==> config.mk <==
export PLATFORM = sky130hd
export DESIGN_NAME = rr_hold_arbiter_flat
export DESIGN_NICKNAME = d
export VERILOG_FILES = /design/src/rtl/rr_hold_arbiter_if.sv /design/src/rtl/rr_hold_arbiter.sv /design/src/flat_wrapper.sv
export SDC_FILE = /design/constraint.sdc
export NUM_CORES = 1
export LEC_CHECK = 0
export CAP_MARGIN = 20
export CORE_UTILIZATION = 50
export CTS_CLUSTER_SIZE = 24
export DETAILED_ROUTE_END_ITERATION = 10
export PLACE_DENSITY = 0.79
export SYNTH_ARGS = -nofsm -noshare
export SYNTH_HDL_FRONTEND = slang
export SYNTH_SLANG_ARGS = --single-unit
==> constraint.sdc <==
create_clock -name clk -period 5.6 [get_ports clk]
set_input_delay 0.84 -clock clk [delete_from_list [all_inputs] [get_ports clk]]
set_output_delay 0.84 -clock clk [all_outputs]
set_load 0.02 [all_outputs]
==> src/rtl/rr_hold_arbiter_if.sv <==
// Request/grant bundle between router input channels and one output-port arbiter.
interface rr_hold_arbiter_if #(
    parameter int N = 5
);
    localparam int IDX_W = (N > 1) ? $clog2(N) : 1;

    logic [N-1:0]     req;
    logic [N-1:0]     gnt;
    logic [IDX_W-1:0] gnt_idx;
    logic             gnt_valid;

    modport master (
        output req,
        input  gnt,
        input  gnt_idx,
        input  gnt_valid
    );

    modport slave (
        input  req,
        output gnt,
        output gnt_idx,
        output gnt_valid
    );
endinterface

==> src/rtl/rr_hold_arbiter.sv <==
// N-input hold arbiter: round-robin or fixed priority, bounded hold, zero-bubble handoff.
module rr_hold_arbiter #(
    parameter int N        = 5,
    parameter int MAX_HOLD = 16,
    parameter bit RR_EN    = 1'b1
) (
    input  logic               clk,
    input  logic               rst,
    rr_hold_arbiter_if.slave   bus
);
    localparam int IDX_W  = (N > 1) ? $clog2(N) : 1;
    localparam int HOLD_W = $clog2(MAX_HOLD + 2);
    localparam logic [HOLD_W-1:0] HOLD_SAT =
        HOLD_W'((MAX_HOLD == 0) ? 1 : MAX_HOLD);

    typedef enum logic {IDLE, GRANT} state_e;

    state_e            state_q, state_d;
    logic [N-1:0]      gnt_q, gnt_d;
    logic [IDX_W-1:0]  idx_q, idx_d;
    logic [IDX_W-1:0]  ptr_q, ptr_d;
    logic [HOLD_W-1:0] hold_q, hold_d;
    logic              valid_q, valid_d;

    logic [N-1:0]      cand;
    logic [IDX_W-1:0]  win;
    logic              found;
    int                base;
    int                j;

    logic own_req, others, at_lim, preempt, keep, hand;

    // Scan the candidate mask starting at the rotating pointer
    always_comb begin
        found = 1'b0;
        win   = '0;
        j     = 0;
        base  = RR_EN ? int'(ptr_q) : 0;
        for (int k = 0; k < N; k++) begin
            j = (base + k) % N;
            if (!found && cand[j[IDX_W-1:0]]) begin
                found = 1'b1;
                win   = j[IDX_W-1:0];
            end
        end
    end

    assign own_req = |(bus.req & gnt_q);
    assign others  = |(bus.req & ~gnt_q);
    assign at_lim  = (MAX_HOLD != 0) && (hold_q == HOLD_SAT);
    assign preempt = own_req && at_lim && others;
    assign keep    = own_req && !preempt;
    assign hand    = !own_req && (|bus.req);

    always_comb begin
        state_d = state_q;
        gnt_d   = gnt_q;
        idx_d   = idx_q;
        ptr_d   = ptr_q;
        hold_d  = hold_q;
        valid_d = valid_q;
        cand    = bus.req;
        unique case (state_q)
            IDLE: begin
                if (|bus.req) begin
                    state_d = GRANT;
                end
            end
            GRANT: begin
                unique case (1'b1)
                    preempt: cand = bus.req & ~gnt_q;
                    keep: begin
                        if (hold_q != HOLD_SAT) hold_d = hold_q + 1'b1;
                    end
                    hand: cand = bus.req;
                    default: begin
                        state_d = IDLE;
                        gnt_d   = '0;
                        idx_d   = '0;
                        hold_d  = '0;
                        valid_d = 1'b0;
                    end
                endcase
            end
            default: state_d = IDLE;
        endcase
        // Any new owner: from idle, handoff or preempt
        if ((state_q == IDLE && |bus.req) ||
            (state_q == GRANT && (preempt || hand))) begin
            state_d = GRANT;
            gnt_d   = N'(1) << win;
            idx_d   = win;
            hold_d  = HOLD_W'(1);
            valid_d = 1'b1;
            if (RR_EN) begin
                ptr_d = (int'(win) == N - 1) ? '0 : win + 1'b1;
            end else begin
                ptr_d = '0;
            end
        end
    end

    always_ff @(posedge clk) begin
        if (rst) begin
            state_q <= IDLE;
            gnt_q   <= '0;
            idx_q   <= '0;
            ptr_q   <= '0;
            hold_q  <= '0;
            valid_q <= 1'b0;
        end else begin
            state_q <= state_d;
            gnt_q   <= gnt_d;
            idx_q   <= idx_d;
            ptr_q   <= ptr_d;
            hold_q  <= hold_d;
            valid_q <= valid_d;
        end
    end

    assign bus.gnt       = gnt_q;
    assign bus.gnt_idx   = idx_q;
    assign bus.gnt_valid = valid_q;
endmodule

==> src/flat_wrapper.sv <==
// flat-port wrapper written by rule: the top's interface ports become plain ports
module rr_hold_arbiter_flat 
#(
    parameter int N        = 5,
    parameter int MAX_HOLD = 16,
    parameter bit RR_EN    = 1'b1
)
  (clk, rst, bus_req, bus_gnt, bus_gnt_idx, bus_gnt_valid);
  rr_hold_arbiter_if #(.N(N)) bus_i ();
  input  logic clk;
  input  logic rst;
  input wire logic [$bits(bus_i.req)-1:0] bus_req;
  output wire logic [$bits(bus_i.gnt)-1:0] bus_gnt;
  output wire logic [$bits(bus_i.gnt_idx)-1:0] bus_gnt_idx;
  output wire logic [$bits(bus_i.gnt_valid)-1:0] bus_gnt_valid;
  assign bus_i.req = bus_req;
  assign bus_gnt = bus_i.gnt;
  assign bus_gnt_idx = bus_i.gnt_idx;
  assign bus_gnt_valid = bus_i.gnt_valid;
  rr_hold_arbiter #(.N(N), .MAX_HOLD(MAX_HOLD), .RR_EN(RR_EN)) u_core (.clk(clk), .rst(rst), .bus(bus_i));
endmodule
==> flow_metrics.py <==
metrics = {
    "synthesis": {
        "synth.largest_area_cell": "sky130_fd_sc_hd__dfxtp_1",
        "yosys.cell_count.top_type": "sky130_fd_sc_hd__nor2_1",
        "synth-edff-count": 0,
        "yosys.area.top_type_share": 0.1436,
        "syn_area_um2": 2510,
        "yosysSeqAreaShare": 0.1436,
        "synth_top_cells_by_count": "sky130_fd_sc_hd__nor2_1 (34), sky130_fd_sc_hd__nand2_1 (24), sky130_fd_sc_hd__o21ai_0 (22), sky130_fd_sc_hd__ha_1 (21), sky130_fd_sc_hd__inv_1 (19)",
        "synth.ff_latch_count": 18,
        "synth.net_count": 361,
        "synth_cell_types": 73,
        "syn-mean-instance-area_um2": 7.537,
        "synth_flop_type": "sky130_fd_sc_hd__dfxtp_1",
        "synth.yosys.warnings": 0,
        "synth_cells": 333,
        "synth.area.top_cells": "sky130_fd_sc_hd__dfxtp_1 (14%), sky130_fd_sc_hd__ha_1 (10%), sky130_fd_sc_hd__nor2_1 (5.1%)",
        "synth_async_sr_flop_share": 0,
    },
    "grt": {
        "grt.met2_usage": 0.4424,
        "busiest_layer_in_global_routing": "met2",
        "grt.overflow.total": 0,
        "grt_start_max_net_pins": 21,
        "via_count_of_the_first_global_routing_pass": 2385,
        "grt_first_pass_wirelength_mm": 11.06,
        "gr-usage-met3": 0.01796,
        "grt_antenna_before_repair": 0,
        "grt_usage": 0.2610,
        "grtUsageMet1": 0.3451,
    },
    "pwr": {
        "powerDensity_nw_per_um2": 637.8,
        "ir_worst_vdd_uv": 445.5,
        "power.static_leakage_nw": 1.061,
    },
    "worst_setup_path": {
        "crit_path_cell_trace": "inv_1, ha_1, inv_1, ha_1, inv_1, ha_1, nor2b_1, o21ai_0, nand2_1, o311ai_2, mux2_2, o2111ai_1, o311ai_4, a21boi_0, o21ai_1, nand2_1, ha_1, o31a_1, a221oi_2",
        "startpoint_type": "flop",
        "worst_setup_path_end_kind": "flop",
        "r2r-start": "u_core.ptr_q[1]",
        "crit_path_frequent_cell": "sky130_fd_sc_hd__ha_1",
        "critical-path-slowest-cell": "sky130_fd_sc_hd__o311ai_2",
        "critPathLaunch": "u_core.ptr_q[1]",
        "timing.critical_path.arrival_ns": 5.33,
        "crit_path_max_incr_delay_ns": 0.52,
        "setup.worst_path.class": "reg2reg",
        "critPathMaxFanout": 9,
        "cp.required_ns": 5.77,
    },
    "die": {
        "floorplan.core_area_um2": 4786,
        "fp.dieH_um": 72.85,
        "start_util": 0.5244,
        "design.portCount": 16,
        "dieWidth_um": 72.85,
        "total_die_area_um2": 5307,
        "rows": 25,
    },
    "routing": {
        "detail_route.wl_per_cell_um": 16.28,
        "route.vias.total": 2614,
        "starting_drc_count_in_detailed_routing": 378,
        "postRouteWirelength_mm": 6.674,
        "detail_route.first_pass.iterations": 5,
        "route.detailed.drc": 0,
        "antenna_left": 0,
        "viasPerCell": 6.376,
    },
    "place": {
        "io_buffer_count": 15,
        "dpl_worst_slack_ns": 0.3540,
        "gp_congestion": 1.052,
        "hpwlAfterDp_mm": 4.992,
        "detailed_place.area_um2": 2705,
    },
    "sta": {
        "totalNegativeSetupSlack_ns": 0,
        "grt_setup_unrepaired": "false",
        "final_period_minus_worst_setup_slack_ns": 5.164,
        "timing_hold_violations_final": 0,
        "timing.fmax_ghz": 0.1937,
        "final-setup-viol-count": 0,
        "tightest_slew_ns": 0.9738,
        "timing.final.crit_share": 0.9221,
        "fin_ws_ns": 0.4364,
        "final_max_slew_viol_count": 0,
        "timing.slew.headroom": 0.3478,
        "worst_clock_skew_ns": 0.003280,
    },
    "clock_tree": {
        "post_cts_hold_buffer_count": 0,
        "cts_num_sinks": 18,
        "worst_setup_hold_path_clk_slew_ns": 0.07,
        "clock_insertion_delay_worst_skew_ns": 0.26,
        "clock-root-buffer": "sky130_fd_sc_hd__clkbuf_8",
        "cts_buf_count": 3,
        "cts.path.max_buffers": 2,
        "tritoncts": "done",
        "cts.htree.levels": 1,
    },
    "final_layout": {
        "seq_area_um2": 360.3,
        "antenna_cells_inserted": 0,
        "flow.area_growth_from_synthesis_pct": 9.970,
        "final_cell_area_um2": 2760,
        "multi_input_area_um2": 1988,
        "nFillCells": 461,
        "final_layout_size_suffix_gt1_frac": 0.08455,
        "finish.net_count": 372,
    },
    "hold_path": {
        "worst_hold_check_path_type": "reg2reg",
        "critical_hold_path_startpoint": "u_core.bus.gnt_idx[0]",
    },
    "flow_run": {
        "max_cap_violations": 0,
    },
    "run_status": {
        "run_status": "finished, final reports clean",
    },
}
[per-layer routing]
layer / up-vias / part of all wire
li1: 1263 / -
met1: 1217 / 0.45
met2: 118 / 0.47
met3: 16 / 0.055
met4: 0 / 0.023
met5: - / 0
[cells by family after synthesis]
kind of cell,Yosys count,share of synthesized area
fa+ha+maj,21,0.1047
compound gates,111,0.3295
flops,18,0.1436
mux,16,0.06680
buf+inv,36,0.06430
xor+xnor,14,0.04885
simple gates,117,0.2423
[flip-flops by register name (all words and copies together) (netlist names)]
| register | flops |
|---|---|
| u_core.bus.gnt | 5 |
| u_core.hold_q | 5 |
| u_core.bus.gnt_idx | 3 |
| u_core.ptr_q | 3 |
| u_core.bus.gnt_valid | 1 |
| u_core.state_q | 1 |
[worst max-delay path: cells and delay by family, from the launching register on]
| kind | cells | cell delay [ns] |
|---|---|---|
| compound gates | 8 | 2.18 |
| fa+ha+maj | 4 | 1.20 |
| buf+inv | 3 | 0.48 |
| mux | 1 | 0.41 |
| simple gates | 3 | 0.40 |
| flops | 1 | 0.39 |
[metrics by stage]
stage,instances,utilization,total power [mW],hold WS [ns]
floorplan,333,-,1.343,0.4789
global placement,406,0.5652,1.604,0.4723
detailed placement,406,0.5652,1.630,0.4806
CTS,410,0.5767,1.746,0.5018
global route,410,0.5767,1.925,0.5340
finish,410,0.5767,1.760,0.5064
[area by class of cell]
class	instances	share of cell area
timing repair buffer	20	0.06800
tap	67	0.03037
multi-input combinational	279	0.7203
sequential	18	0.1306
inverter	22	0.03082
clock buffer	4	0.01995
[final timing paths]
kind / slack (ns) / end / cells after the start
setup / recovery: 0.44 / u_core.ptr_q[2] / 19
hold / removal: 0.51 / u_core.bus.gnt_idx[0] / 2
setup reg to reg: 0.44 / u_core.ptr_q[2] / 19
hold reg to reg: 0.51 / u_core.bus.gnt_idx[0] / 2
[cell usage in the layout (no fill, tap or decap), drive strengths merged, types with 5 or more instances in the layout]
cell type and n:
xnor2 11, nand2 24, nor3 7, a211oi 7
a21oi 19, nor2 35, inv 21, a32oi 5
mux2i 10, mux2 6, or3 7, nand3 6
buf 5, nor2b 10, dfxtp 18, nand2b 8
clkdlybuf4s50 15, ha 21, o31ai 5, o21ai 25
[report_power, final]
part	switching (mW)	internal [mW]	leakage, nW
logic	0.856	0.606	0.885
clock network	0.0441	0.0625	0.0288
registers	0.0351	0.157	0.148
[timing repair]
action                     4_1_cts  5_1_grt
setup endpoints to repair        0        1
resized for setup                0        1
setup buffers                    0        0
(Power assumes the default switching activity.)
